==> src/rtl/wb_pkg.sv <==
// Shared types and defaults for the write-back arbiter.
// Request payload, grant source encoding, starvation limit default.
package wb_pkg;

   localparam int WB_DATA_W       = 32;
   localparam int WB_ADDR_W       = 5;
   localparam int WB_STARVE_LIMIT = 4;

   typedef struct packed {
      logic [WB_ADDR_W-1:0] rd;
      logic [WB_DATA_W-1:0] data;
   } wb_req_t;

   typedef enum logic [1:0] {
      WB_NONE,
      WB_ALU,
      WB_MEM
   } wb_src_t;

endpackage

==> src/rtl/wb_hold_slot.sv <==
// One-entry holding slot for a write-back request; writes to x0 are accepted and dropped.
// Fills on the accept edge; ready while empty or draining, low during reset.
module wb_hold_slot
   import wb_pkg::*;
#(
   parameter int DATA_WIDTH = 32,
   parameter int ADDR_WIDTH = 5
) (
   input  logic                  clk,
   input  logic                  rst,
   input  logic                  valid,
   output logic                  ready,
   input  logic [ADDR_WIDTH-1:0] rd,
   input  logic [DATA_WIDTH-1:0] data,
   input  logic                  drain,
   output logic                  full,
   output logic [ADDR_WIDTH-1:0] q_rd,
   output logic [DATA_WIDTH-1:0] q_data
);

   logic fill;

   assign ready = !rst && (!full || drain);
   assign fill  = valid && ready && (rd != '0);

   // A refill in the draining cycle wins over the drain, so the slot stays full.
   always_ff @(posedge clk or posedge rst) begin
      if (rst) begin
         full   <= 1'b0;
         q_rd   <= '0;
         q_data <= '0;
      end else if (fill) begin
         full   <= 1'b1;
         q_rd   <= rd;
         q_data <= data;
      end else if (drain) begin
         full   <= 1'b0;
      end
   end

endmodule

==> src/rtl/wb_arbiter.sv <==
// Merges ALU and memory write-back requests onto the single register-file write port.
// Accept-to-we3 latency one cycle; memory has priority until the ALU has lost STARVE_LIMIT times.
module wb_arbiter
   import wb_pkg::*;
#(
   parameter int DATA_WIDTH   = 32,
   parameter int ADDR_WIDTH   = 5,
   parameter int STARVE_LIMIT = WB_STARVE_LIMIT
) (
   input  logic                  clk,
   input  logic                  rst,
   input  logic                  alu_valid,
   output logic                  alu_ready,
   input  logic [ADDR_WIDTH-1:0] alu_rd,
   input  logic [DATA_WIDTH-1:0] alu_data,
   input  logic                  mem_valid,
   output logic                  mem_ready,
   input  logic [ADDR_WIDTH-1:0] mem_rd,
   input  logic [DATA_WIDTH-1:0] mem_data,
   output logic [DATA_WIDTH-1:0] ad3,
   output logic                  we3,
   output logic [DATA_WIDTH-1:0] wd3,
   output logic [31:0]           pend_mask
);

   localparam int SW = $clog2(STARVE_LIMIT + 1);
   localparam logic [SW-1:0] LIMIT = SW'(STARVE_LIMIT);

   logic                  alu_full, mem_full;
   logic [ADDR_WIDTH-1:0] alu_q_rd, mem_q_rd;
   logic [DATA_WIDTH-1:0] alu_q_data, mem_q_data;
   logic [SW-1:0]         starve;
   wb_src_t               grant;

   wb_hold_slot #(.DATA_WIDTH(DATA_WIDTH), .ADDR_WIDTH(ADDR_WIDTH)) u_alu_slot (
      .clk    (clk),
      .rst    (rst),
      .valid  (alu_valid),
      .ready  (alu_ready),
      .rd     (alu_rd),
      .data   (alu_data),
      .drain  (grant == WB_ALU),
      .full   (alu_full),
      .q_rd   (alu_q_rd),
      .q_data (alu_q_data)
   );

   wb_hold_slot #(.DATA_WIDTH(DATA_WIDTH), .ADDR_WIDTH(ADDR_WIDTH)) u_mem_slot (
      .clk    (clk),
      .rst    (rst),
      .valid  (mem_valid),
      .ready  (mem_ready),
      .rd     (mem_rd),
      .data   (mem_data),
      .drain  (grant == WB_MEM),
      .full   (mem_full),
      .q_rd   (mem_q_rd),
      .q_data (mem_q_data)
   );

   // Grant looks only at slot state, so ready never depends on valid.
   always_comb begin
      grant = WB_NONE;
      if (mem_full && (starve < LIMIT))
         grant = WB_MEM;
      else if (alu_full && (!mem_full || (starve == LIMIT)))
         grant = WB_ALU;
   end

   always_ff @(posedge clk or posedge rst) begin
      if (rst) begin
         starve <= '0;
      end else if ((grant == WB_ALU) || !alu_full) begin
         starve <= '0;
      end else if ((grant == WB_MEM) && (starve < LIMIT)) begin
         starve <= starve + SW'(1);
      end
   end

   always_ff @(posedge clk or posedge rst) begin
      if (rst) begin
         we3 <= 1'b0;
         ad3 <= '0;
         wd3 <= '0;
      end else begin
         case (grant)
            WB_MEM: begin
               we3 <= 1'b1;
               ad3 <= DATA_WIDTH'(mem_q_rd);
               wd3 <= mem_q_data;
            end
            WB_ALU: begin
               we3 <= 1'b1;
               ad3 <= DATA_WIDTH'(alu_q_rd);
               wd3 <= alu_q_data;
            end
            default: we3 <= 1'b0;
         endcase
      end
   end

   // Slots never hold x0, so bit 0 stays clear without a special case.
   always_comb begin
      pend_mask = '0;
      for (int i = 1; i < 32; i++) begin
         if ((alu_full && (alu_q_rd == ADDR_WIDTH'(i))) ||
             (mem_full && (mem_q_rd == ADDR_WIDTH'(i))) ||
             (we3 && (ad3[ADDR_WIDTH-1:0] == ADDR_WIDTH'(i))))
            pend_mask[i] = 1'b1;
      end
   end

endmodule

==> config.mk <==
export PLATFORM = sky130hd
export DESIGN_NAME = wb_arbiter
export DESIGN_NICKNAME = d
export VERILOG_FILES = /design/src/rtl/wb_pkg.sv /design/src/rtl/wb_hold_slot.sv /design/src/rtl/wb_arbiter.sv
export SDC_FILE = /design/constraint.sdc
export NUM_CORES = 1
export LEC_CHECK = 0
export ABC_AREA = 1
export CAP_MARGIN = 20
export CORE_ASPECT_RATIO = 0.6
export CORE_MARGIN = 2
export CORE_UTILIZATION = 52
export CTS_CLUSTER_SIZE = 10
export DETAILED_ROUTE_END_ITERATION = 6
export PLACE_DENSITY = 0.9
export RECOVER_POWER = 25
export SYNTH_ARGS = -nofsm -noshare
export SYNTH_HDL_FRONTEND = slang
export SYNTH_HIERARCHICAL = 1
export SYNTH_SLANG_ARGS = --single-unit
==> constraint.sdc <==
create_clock -name clk -period 4.2 [get_ports clk]
set_clock_uncertainty 0.15 [all_clocks]
set_input_delay 0.84 -clock clk [delete_from_list [all_inputs] [get_ports clk]]
set_output_delay 0.84 -clock clk [all_outputs]
set_load 0.02 [all_outputs]
## After elaboration in Yosys (flattened, before gate mapping)

Index checks and enable logic that the tools add are counted.

| operators by class | value |
|---|---|
| $add $sub $neg | 1 |
| $lt $le $gt $ge | 1 |
| equal/unequal tests | 96 |
| multiplexer cells | 42 |
| reduce and logical (&&, ||, !) cells | 177 |

Operators by type and width:

| kind | number |
|---|---|
| 5-bit equality test (second input constant) | 48 |
| 32-bit case mux with 2 select lines | 2 |
| 5-bit by 4-bit equality test with 1-bit output (second input constant) | 24 |
| 1-bit logical AND | 102 |
| 1-bit logical OR | 65 |
| 5-bit by 3-bit equality test with 1-bit output (second input constant) | 12 |
| 1-bit 2-to-1 mux | 37 |
| 5-bit by 2-bit equality test with 1-bit output (second input constant) | 6 |
| 5-bit by 1-bit equality test with 1-bit output (second input constant) | 3 |
| 5-bit nonzero test | 2 |
| 2-bit nonzero test | 4 |
| 3-bit 2-to-1 mux | 2 |
| 3-bit by 1-bit adder with 3-bit output (second input constant) | 1 |
| 3-bit equality test (second input constant) | 1 |
| 1-bit logical NOT | 3 |
| 3-bit < comparator (second input constant) | 1 |
| 2-bit by 1-bit equality test with 1-bit output (second input constant) | 1 |
| 2-bit equality test (second input constant) | 1 |
| 2-bit 2-to-1 mux | 1 |
| 2-bit OR reduction | 1 |

| storage, ports and cells | value |
|---|---|
| register bits | 144 |
| output and inout port bits | 99 |
| logic and storage cells | 327 |

## Longest topological paths before layout

Gate-level depths: netlist of the first run.

| depth | value |
|---|---|
| depth in word-level cells | 11 |
| depth in mapped cells | 16 |
| depth with buffers taken out | 13 |

## Cells and area by module

Netlist of the first run, hierarchy kept.

Modules (own cells, without submodules):

| module | times used | cells each | area an instance (µm²) | sequential area each (µm²) |
|---|---|---|---|---|
| wb_arbiter | 1 | 483 | 3183.1 | 1026.0 |
| wb_hold_slot | 2 | 172 | 1591.5 | 950.9 |

## Worst setup path before layout of the first run

Ideal clock, no wire load.

| timing path | value |
|---|---|
| path type | input to output |
| from | in rst |
| to | out alu_ready |
| data arrival time | 2033 ps |
| setup slack | 1177 ps |
| stages on the path | 3 |
| buffers on the path | 0 |
| cells stage by stage | inv_1 > nand2_1 > inv_1 |

| on the way | value |
|---|---|
| longest elaborated chain between the ends | 2 |

Ends and longest elaborated chain:

| item | line | text |
|---|---|---|
| start, declared | wb_arbiter.sv:11 | `input logic rst,` |
| 1-bit logical NOT (no source line) | - |  |
| 1-bit logical AND | wb_hold_slot.sv:23 | `assign ready = !rst && (!full \|\| drain);` |
| end, declared | wb_arbiter.sv:13 | `output logic alu_ready,` |

No other way between the ends.

## Worst setup path after layout of the first run

| timing path | value |
|---|---|
| from | in rst |
| to | out mem_ready |

| on the way | value |
|---|---|
| longest elaborated chain between the ends | 2 |

Ends and longest elaborated chain:

| item | line | text |
|---|---|---|
| 1-bit logical NOT (no source line) | - |  |
| 1-bit logical AND | wb_hold_slot.sv:23 |  |
| end, declared | wb_arbiter.sv:17 | `output logic mem_ready,` |

No other way between the ends.

==> impl_metrics.env, run 1 <==
export IMPL_fp_dieH_um=89.71
export IMPL_avgViaCountPerCell=5.607
export IMPL_finalNonFillerCells=1131
export IMPL_period_share=0.8050
export IMPL_place_ws_ns=0.9733
export IMPL_postRouteAntennaNets=0
export IMPL_required_ns=3.21
export IMPL_syn2layout_area_growth_pct=29.97
export IMPL_hold_class="reg -> reg"
export IMPL_finalSetupViolCount=0
export IMPL_insertion_delay_ns=0.42
export IMPL_drv_cap=2
export IMPL_cts_reportedPaths_clkPinSlew_ns=0.06
export IMPL_initial_core_util=0.5312
export IMPL_fp_dieArea_sq_mm=0.01317
export IMPL_worst_setup_path_end_kind="primary output"
export IMPL_ys_seq_area_frac=0.4599
export IMPL_cts_htree_levels=4
export IMPL_violations="capacitance limit, slew limit"
export IMPL_pwr_share_comb=0.424
export IMPL_vias=6341
export IMPL_slowest_delay_ns=0.61
export IMPL_crit_path_start="rst"
export IMPL_grt_pass1_wl_um=32020
export IMPL_holdPathStages=2
export IMPL_path_buf_inv=4
export IMPL_fp_dieW_um=146.8
export IMPL_synth_cell_area_sq_mm=0.006366
export IMPL_crit_end="mem_ready"
export IMPL_post_route_drc_count=0
export IMPL_worstPathArrival_ns=2.39
export IMPL_drt_initial_drc_count=997
export IMPL_io_buffers=148
export IMPL_ioPinCount=177
export IMPL_multi_input_area_sq_mm=0.002805
export IMPL_cts_resized_gates=0
export IMPL_path_max_fanout=3
export IMPL_yosysWarnings=6
export IMPL_hold_buffers=0
export IMPL_finalWirelength_um=20090
export IMPL_syn_instance_count=827
export IMPL_min_period_ns=3.381
export IMPL_internal_power_mw=3.606
export IMPL_crit_chain="dlygate4sd3_1 > inv_1 > nand2_1 > inv_1 > clkdlybuf4s50_1"
export IMPL_p_sw_frac=0.4366
export IMPL_core_area_sq_mm=0.01199
export IMPL_tightest_slew_ns=2.118
export IMPL_ys_seq_elements=117
export IMPL_cp_start_kind="input pin"
export IMPL_wl_per_cell_um=17.76
export IMPL_synth_edf_count=0
export IMPL_grt_start_max_net_pins=39
export IMPL_rows=31
export IMPL_p_sw_mw=2.794
export IMPL_r2r_start="u_mem_slot/full$_DFFE_PP0P_"
export IMPL_p_leak_nw=4.055
export IMPL_root_buffer="clkbuf_16"
export IMPL_hold_violations=0
export IMPL_status="finished, violations left"
export IMPL_grt_pass1_vias=5912
export IMPL_antennaDiodeCount=0
export IMPL_grt_setup_unrepaired="no"
export IMPL_fin_nets=1033
export IMPL_antenna_found_initial=0
export IMPL_finalSetupTns_ns=0
export IMPL_cts_tree="yes"
export IMPL_synthArstFlopShare=1.000
export IMPL_criticalPathCategory="in -> out"
export IMPL_crit_top_cell="inv_1"
export IMPL_numCtsBuffers=17
export IMPL_synth_distinct_cells=21
export IMPL_pwr_share_seq=0.332
export IMPL_post_cts_buffers=0
export IMPL_final_common_cell="nand3_1"
export IMPL_slew_violations=78
export IMPL_overflow=0
export IMPL_fill_cells=894
export IMPL_slowest_stage="dlygate4sd3_1"
export IMPL_regArea_sq_mm=0.002928
export IMPL_relSlewSlack=-0.4121
export IMPL_r2r_cells=10
export IMPL_final_layout_size_suffix_gt1_frac=0.08489
export IMPL_max_freq_mhz=295.8
export IMPL_drt_pass1_iter_count=6
export IMPL_hpwl_um=14080
export IMPL_irDropWorstVdd_mv=0.4390
export IMPL_avgSynthCellArea_sq_um=7.698
export IMPL_path_depth=5
export IMPL_postLayoutSetupSlackWorst_ns=0.8191
export IMPL_dp_cells=1099
export IMPL_gp_congestion=0.9627
export IMPL_powerDensity_mw_per_mm2=773.5
export IMPL_clkSinkCount=117
export IMPL_r2r_slack_ns=1.60
export IMPL_grt_use_total=0.3127
export IMPL_ys_flop_type="dfrtp_1"
export IMPL_clk_path_buf_depth=2
export IMPL_reg2reg_to="u_mem_slot/q_data[0]$_DFFE_PP0P_"
export IMPL_pwr_share_clk=0.245
export IMPL_final_cell_mix="nand3_1 (258), nand2_1 (252), clkdlybuf4s50_1 (147), dfrtp_1 (117), nor2_1 (38)"
export IMPL_worst_path_dominant_cell_family="buffers and inverters"
[layer usage]
| metal | up-vias | wire length [um] | global-route usage |
|---|---|---|---|
| met5 | - | 0 | 0 |
| met4 | 0 | 397 | 0.1003 |
| met3 | 47 | 2715 | 0.1117 |
| met2 | 425 | 8195 | 0.4253 |
| met1 | 2977 | 8778 | 0.4639 |
| li1 | 2892 | - | - |
[power by group through the flow]
stage          sequential (mW)  clock [mW]  combinational, mW
3_5_place_dp              2.10           0               2.63
5_1_grt                   2.17        1.62               2.93
6_report                  2.12        1.57               2.71
2_1_floorplan             2.15           0               1.64
4_1_cts                   2.10        1.57               2.66
3_3_place_gp              2.09           0               2.56
[sequential cells by signal, indices dropped and copies added, names as in the netlist]
name               count
ad3                    5
starve                 3
u_alu_slot/full        1
u_alu_slot/q_data     32
u_alu_slot/q_rd        5
u_mem_slot/full        1
u_mem_slot/q_data     32
u_mem_slot/q_rd        5
wd3                   32
we3                    1
[tightest hold or removal path, stage by stage (launching register included)]
cell and delay, ns:
dfrtp_1 0.34, nand2_1 0.05, nand2_1 0.05
[worst min path at each step]
stage	start	endpoint	slack, ns
finish	u_alu_slot/q_data[14]$_DFFE_PP0P_	u_alu_slot/q_data[14]$_DFFE_PP0P_	0.32
global route	u_mem_slot/q_data[7]$_DFFE_PP0P_	u_mem_slot/q_data[7]$_DFFE_PP0P_	0.34
CTS	u_alu_slot/q_data[14]$_DFFE_PP0P_	u_alu_slot/q_data[14]$_DFFE_PP0P_	0.32
detailed placement	u_alu_slot/q_data[14]$_DFFE_PP0P_	u_alu_slot/q_data[14]$_DFFE_PP0P_	0.31
global placement	u_mem_slot/q_data[9]$_DFFE_PP0P_	u_mem_slot/q_data[9]$_DFFE_PP0P_	0.31
floorplan	u_mem_slot/q_data[0]$_DFFE_PP0P_	u_mem_slot/q_data[0]$_DFFE_PP0P_	0.29
[logic make-up (layout without fill, tap and decap cells)]
family          after synthesis  after routing  share of synthesized area
compound gates                3              3                   0.002358
buf+inv                     117            229                     0.1154
simple gates                587            587                     0.4178
other cells                   1             28                  0.0005891
fa+ha+maj                     2              2                   0.003930
flops                       117            117                     0.4599
[metrics by stage]
stage	util	power [mW]	hold WS [ns]	area, sq um
after floorplan	-	3.791	0.2922	6467
after global placement	0.6376	4.642	0.3052	7642
after detailed placement	0.6376	4.735	0.3101	7642
after CTS	0.6910	6.328	0.3244	8282
after global routing	0.6904	6.727	0.3439	8274
final	0.6904	6.400	0.3207	8274
[synth_stat cells, types with 2 or more instances]
library cell / n / area share
buf_2: 11 / 0.0086
buf_4: 43 / 0.051
buf_6: 13 / 0.023
buf_8: 2 / 0.0047
clkbuf_1: 9 / 0.0053
dfrtp_1: 117 / 0.46
ha_1: 2 / 0.0039
inv_1: 33 / 0.019
inv_2: 6 / 0.0035
nand2_1: 252 / 0.15
nand2_2: 25 / 0.025
nand3_1: 258 / 0.20
nand3b_4: 2 / 0.0063
nand4_1: 2 / 0.0020
nor2_1: 38 / 0.022
nor2_2: 7 / 0.0069
nor2_4: 2 / 0.0035
o21ai_0: 2 / 0.0016
[final cells by class]
type | count | area share
multi-input cells | 620 | 0.3390
inverters | 39 | 0.01769
flip-flops and latches | 117 | 0.3538
well taps | 165 | 0.02495
clock buffers | 18 | 0.05308
clock inverters | 14 | 0.02419
repair buffers | 158 | 0.1872
(Power assumes the default switching activity.)
==> run 2, diff against run 1 <==
--- a/config.mk
+++ b/config.mk
@@ -9,10 +9,10 @@
 export CAP_MARGIN = 20
 export CORE_ASPECT_RATIO = 0.6
 export CORE_MARGIN = 2
-export CORE_UTILIZATION = 52
+export CORE_UTILIZATION = 44
 export CTS_CLUSTER_SIZE = 10
 export DETAILED_ROUTE_END_ITERATION = 6
-export PLACE_DENSITY = 0.9
+export PLACE_DENSITY = 0.81
 export RECOVER_POWER = 25
 export SYNTH_ARGS = -nofsm -noshare
 export SYNTH_HDL_FRONTEND = slang
==> constraint.sdc (replaced) <==
create_clock -name clk -period 3.09 [get_ports clk]
set_clock_uncertainty 0.15 [all_clocks]
set_input_delay 0.618 -clock clk [delete_from_list [all_inputs] [get_ports clk]]
set_output_delay 0.618 -clock clk [all_outputs]
set_load 0.02 [all_outputs]
==> impl_metrics.env, run 2 (synthesis gave the netlist of run 1 again) <==
export IMPL_p_sw_mw=3.805
export IMPL_wl_per_cell_um=17.32
export IMPL_status="finished clean"
export IMPL_holdPathStages=2
export IMPL_finalWirelength_um=20230
export IMPL_overflow=0
export IMPL_p_leak_nw=4.072
export IMPL_path_max_fanout=6
export IMPL_design_area_sq_mm=0.008351
export IMPL_min_period_ns=3.041
export IMPL_syn2layout_area_growth_pct=31.17
export IMPL_worstHoldEndpoint="u_mem_slot/q_data[27]$_DFFE_PP0P_"
export IMPL_worstPathArrival_ns=2.27
export IMPL_fill_cells=1263
export IMPL_powerDensity_mw_per_mm2=1012
export IMPL_grt_start_max_net_pins=39
export IMPL_required_ns=2.32
export IMPL_finalSetupTns_ns=0
export IMPL_final_cell_mix="nand3_1 (258), nand2_1 (252), clkdlybuf4s50_1 (146), dfrtp_1 (116), nor2_1 (33)"
export IMPL_regArea_sq_mm=0.002929
export IMPL_reg2reg_to="u_alu_slot/q_data[30]$_DFFE_PP0P_"
export IMPL_avgViaCountPerCell=5.316
export IMPL_p_sw_frac=0.4503
export IMPL_drt_initial_drc_count=665
export IMPL_grt_pass1_wl_um=32260
export IMPL_initial_core_util=0.4589
export IMPL_internal_power_mw=4.644
export IMPL_rows=33
export IMPL_io_buffers=148
export IMPL_multi_input_area_sq_mm=0.002818
export IMPL_numCtsBuffers=17
export IMPL_ioPinCount=177
export IMPL_cp_start_kind="register"
export IMPL_worst_setup_path_end_kind="primary output"
export IMPL_antennaDiodeCount=0
export IMPL_cts_reportedPaths_clkPinSlew_ns=0.06
export IMPL_clkSinkCount=117
export IMPL_r2r_cells=14
export IMPL_grt_use_total=0.2676
export IMPL_gp_congestion=0.9608
export IMPL_pwr_share_seq=0.341
export IMPL_insertion_delay_ns=0.42
export IMPL_relSlewSlack=0.3524
export IMPL_final_layout_size_suffix_gt1_frac=0.1035
export IMPL_pwr_share_comb=0.449
export IMPL_vias=6209
export IMPL_fp_dieH_um=97.17
export IMPL_antenna_found_initial=0
export IMPL_reg_top3="u_alu_slot/q_data (32), u_mem_slot/q_data (32), wd3 (32)"
export IMPL_hold_violations=0
export IMPL_finalSetupViolCount=0
export IMPL_pwr_share_clk=0.209
export IMPL_tightest_slew_ns=0.9714
export IMPL_clk_path_buf_depth=2
export IMPL_hp_start="u_mem_slot/q_data[27]$_DFFE_PP0P_"
export IMPL_fp_dieArea_sq_mm=0.01548
export IMPL_period_share=0.9840
export IMPL_hold_class="reg -> reg"
export IMPL_postRouteAntennaNets=0
export IMPL_hold_buffers=0
export IMPL_grt_pass1_vias=5693
export IMPL_grt_setup_unrepaired="no"
export IMPL_slew_violations=0
export IMPL_irDropWorstVdd_mv=0.5424
export IMPL_root_buffer="clkbuf_16"
export IMPL_cts_tree="yes"
export IMPL_core_area_sq_mm=0.01387
export IMPL_drv_cap=0
export IMPL_fin_nets=1043
export IMPL_hpwl_um=14410
export IMPL_fp_dieW_um=159.3
export IMPL_cts_htree_levels=4
export IMPL_r2r_slack_ns=0.86
export IMPL_post_route_drc_count=0
export IMPL_dpl_instance_area_sq_mm=0.007754
export IMPL_drt_pass1_iter_count=6
export IMPL_criticalPathCategory="reg -> out"
export IMPL_r2r_start="starve[0]$_DFFE_PP0P_"
export IMPL_max_freq_mhz=328.9
export IMPL_final_common_cell="nand3_1"
==> run 2: power groups by stage <==
stage          clock network, mW  registers, mW  logic [mW]
3_3_place_gp                   0           2.85        3.56
2_1_floorplan                  0           2.92        2.23
6_report                    1.77           2.88        3.79
3_5_place_dp                   0           2.86        3.63
4_1_cts                     1.78           2.86        3.66
5_1_grt                     1.85           2.97        4.12
==> run 2: worst max-delay path by stage <==
stage | start | to | slack, ns | cells after the start
2_1_floorplan | rst | alu_ready | 0.51 | 3
3_3_place_gp | rst | alu_ready | 0.30 | 5
3_5_place_dp | rst | alu_ready | 0.30 | 5
4_1_cts | u_mem_slot/q_rd[2]$_DFFE_PP0P_ | pend_mask[4] | 0.04 | 5
5_1_grt | u_mem_slot/q_rd[1]$_DFFE_PP0P_ | pend_mask[2] | 0.003 | 5
6_report | u_mem_slot/q_rd[1]$_DFFE_PP0P_ | pend_mask[25] | 0.05 | 6
==> run 2: layout make-up <==
class	instances	share of cell area
Clock buffer	17	0.05094
Clock inverter	15	0.01304
Inverter	39	0.01798
Multi-Input combinational cell	620	0.3374
Sequential cell	117	0.3508
Tap cell	192	0.02877
Timing Repair Buffer	168	0.2011
==> run 2: critical path: stages, from the launching register on <==
cell and delay [ns]:
dfrtp_1 0.50, inv_1 0.22, nand2_1 0.12, inv_1 0.19
nand3_1 0.11, nand3_1 0.09, clkdlybuf4s50_1 0.61
==> run 2: repair_timing <==
action / CTS / global route
endpoints found under the setup margin: 0 / 25
hold endpoints to repair: 0 / 0
buffers inserted: 0 / 3
gates resized for setup: 0 / 8
==> run 2: through the flow <==
step | utilization | power (mW) | setup slack, ns | std cells | hold WS, ns
after floorplan | - | 5.152 | 0.5108 | 854 | 0.2922
after global placement | 0.5589 | 6.418 | 0.2989 | 1133 | 0.3044
after detailed placement | 0.5589 | 6.488 | 0.2956 | 1133 | 0.3106
after CTS | 0.5974 | 8.301 | 0.04135 | 1165 | 0.3250
after global routing | 0.6019 | 8.938 | 0.002998 | 1168 | 0.3473
final | 0.6019 | 8.449 | 0.04949 | 1168 | 0.3214
==> run 2: layer usage <==
metal	GRT usage	routed length, um
met5	0	0
met4	0.07972	319
met3	0.07256	2239
met2	0.3418	7810
met1	0.4289	9856
==> run 3, diff against run 2 <==
--- a/config.mk
+++ b/config.mk
@@ -9,10 +9,10 @@
 export CAP_MARGIN = 20
 export CORE_ASPECT_RATIO = 0.6
 export CORE_MARGIN = 2
-export CORE_UTILIZATION = 44
+export CORE_UTILIZATION = 52
 export CTS_CLUSTER_SIZE = 10
 export DETAILED_ROUTE_END_ITERATION = 6
-export PLACE_DENSITY = 0.81
+export PLACE_DENSITY = 0.9
 export RECOVER_POWER = 25
 export SYNTH_ARGS = -nofsm -noshare
 export SYNTH_HDL_FRONTEND = slang
==> constraint.sdc (replaced) <==
create_clock -name clk -period 3.5 [get_ports clk]
set_clock_uncertainty 0.15 [all_clocks]
set_input_delay 0.7 -clock clk [delete_from_list [all_inputs] [get_ports clk]]
set_output_delay 0.7 -clock clk [all_outputs]
set_load 0.02 [all_outputs]
==> impl_metrics.env, run 3 (synthesis gave the netlist of run 1 again) <==
export IMPL_status="finished, violations left"
export IMPL_violations="capacitance limit, slew limit"
export IMPL_hold_slack_ns=0.3321
export IMPL_clkSinkCount=117
export IMPL_clk_path_buf_depth=2
export IMPL_relSlewSlack=-0.3450
export IMPL_postLayoutSetupSlackWorst_ns=0.1906
export IMPL_required_ns=2.65
export IMPL_crit_chain="buf_4 > nand2_1 > inv_1 > inv_1 > nand2_1 > nand2_1 > inv_1 > clkdlybuf4s50_1"
export IMPL_dp_cells=1102
export IMPL_post_route_drc_count=0
export IMPL_slew_violations=39
export IMPL_hold_class="reg -> reg"
export IMPL_design_area_sq_mm=0.008328
export IMPL_root_buffer="clkbuf_16"
export IMPL_worst_path_dominant_cell_family="buffers and inverters"
export IMPL_cts_resized_gates=0
export IMPL_overflow=0
export IMPL_min_period_ns=3.309
export IMPL_fp_dieArea_sq_mm=0.01317
export IMPL_finalWirelength_um=20270
export IMPL_grt_pass1_vias=5938
export IMPL_insertion_delay_ns=0.42
export IMPL_antenna_found_initial=0
export IMPL_fill_cells=913
export IMPL_path_depth=8
export IMPL_vias=6348
export IMPL_postRouteAntennaNets=0
export IMPL_p_leak_nw=4.084
export IMPL_final_cell_mix="nand3_1 (258), nand2_1 (252), clkdlybuf4s50_1 (147), dfrtp_1 (117), nor2_1 (38)"
export IMPL_path_buf_inv=5
export IMPL_core_area_sq_mm=0.01199
export IMPL_cts_tree="yes"
export IMPL_path_max_fanout=33
export IMPL_slowest_delay_ns=0.59
export IMPL_fp_dieW_um=146.8
export IMPL_worstPathArrival_ns=2.46
export IMPL_final_layout_size_suffix_gt1_frac=0.08669
export IMPL_slowest_stage="dfrtp_1"
export IMPL_hpwl_um=13960
export IMPL_syn2layout_area_growth_pct=30.82
export IMPL_antennaDiodeCount=0
export IMPL_tightest_slew_ns=2.017
export IMPL_fp_dieH_um=89.71
export IMPL_criticalPathCategory="reg -> out"
export IMPL_max_freq_mhz=302.2
export IMPL_irDropWorstVdd_mv=0.4924
export IMPL_reg_top3="u_alu_slot/q_data (32), u_mem_slot/q_data (32), wd3 (32)"
export IMPL_rows=31
export IMPL_dpl_instance_area_sq_mm=0.007677
export IMPL_drt_pass1_iter_count=5
export IMPL_place_ws_ns=0.5651
export IMPL_cp_start_kind="register"
export IMPL_finalNonFillerCells=1134
export IMPL_final_common_cell="nand3_1"
export IMPL_finalSetupTns_ns=0
export IMPL_hold_violations=0
export IMPL_drt_initial_drc_count=861
export IMPL_initial_core_util=0.5312
export IMPL_gp_congestion=0.9827
export IMPL_period_share=0.9455
export IMPL_hold_buffers=0
export IMPL_fin_nets=1036
export IMPL_avgViaCountPerCell=5.598
export IMPL_cts_reportedPaths_clkPinSlew_ns=0.05
export IMPL_numCtsBuffers=17
export IMPL_grt_setup_unrepaired="no"
export IMPL_cts_htree_levels=4
export IMPL_io_buffers=148
export IMPL_grt_use_total=0.3150
export IMPL_finalSetupViolCount=0
export IMPL_drv_cap=1
export IMPL_worst_setup_path_end_kind="primary output"
export IMPL_holdPathStages=2
export IMPL_ioPinCount=177
export IMPL_r2r_cells=11
export IMPL_wl_per_cell_um=17.88
export IMPL_grt_pass1_wl_um=32070
export IMPL_powerDensity_mw_per_mm2=933.2
export IMPL_grt_start_max_net_pins=39
export IMPL_post_cts_buffers=0
[run 3: cell types whose count changed in the layout (fill, tap and decap cells not counted), sizes merged]
cell / change
clkinvlp: -5
dlymetal6s2s: -1
clkbuf: +2
bufinv: +5
clkdlybuf4s50: +1
buf: -8
inv: +3
clkinv: -4
[run 3: routing by layer]
| layer | global-route usage | vias up | part of all wire |
|---|---|---|---|
| li1 | - | 2893 | - |
| met1 | 0.4703 | 2982 | 0.43 |
| met2 | 0.4178 | 417 | 0.40 |
| met3 | 0.1208 | 56 | 0.14 |
| met4 | 0.1019 | 0 | 0.026 |
| met5 | 0 | - | 0 |
[run 3: cell type report]
cell class | instances | area (sq um) | share of cell area
repair buffers | 161 | 1580 | 0.1898
clock inverters | 14 | 222.7 | 0.02674
multi-input cells | 620 | 2805 | 0.3368
well taps | 165 | 206.4 | 0.02479
inverters | 39 | 146.4 | 0.01758
flip-flops and latches | 117 | 2928 | 0.3516
clock buffers | 18 | 439.2 | 0.05273
[run 3: per-stage QoR]
step	utilization	power (mW)
CTS	0.6958	7.680
global route	0.6949	8.163
finish	0.6949	7.772
global placement	0.6406	5.582
floorplan	-	4.549
detailed placement	0.6406	5.671
[run 3: path summary, 6_finish.rpt]
kind,startpoint,slack [ns],endpoint
worst max register to register,u_alu_slot/full$_DFFE_PP0P_,1.04,u_alu_slot/q_data[31]$_DFFE_PP0P_
min in group asynchronous,rst,0.87,u_alu_slot/q_data[8]$_DFFE_PP0P_
max in group asynchronous,rst,0.59,u_mem_slot/q_rd[2]$_DFFE_PP0P_
worst min register to register,u_alu_slot/q_data[9]$_DFFE_PP0P_,0.33,u_alu_slot/q_data[9]$_DFFE_PP0P_
worst max-delay path,u_alu_slot/full$_DFFE_PP0P_,0.19,alu_ready
worst min-delay path,u_alu_slot/q_data[9]$_DFFE_PP0P_,0.33,u_alu_slot/q_data[9]$_DFFE_PP0P_
[run 3: power breakdown]
part	internal, mW	total [mW]	switching, mW
registers	1.97	2.56	0.584
clock network	1.29	1.95	0.659
logic	1.14	3.26	2.13
[run 3: worst register-to-register path, cell delays in order (launching register included)]
cell and delay [ns]:
dfrtp_1 0.59, buf_4 0.40, nand2_1 0.11, inv_1 0.06, inv_1 0.04, nand2_1 0.07
nand2_1 0.12, nor2_2 0.13, nand2_2 0.26, buf_12 0.27, nand2_1 0.07, nand2_1 0.07
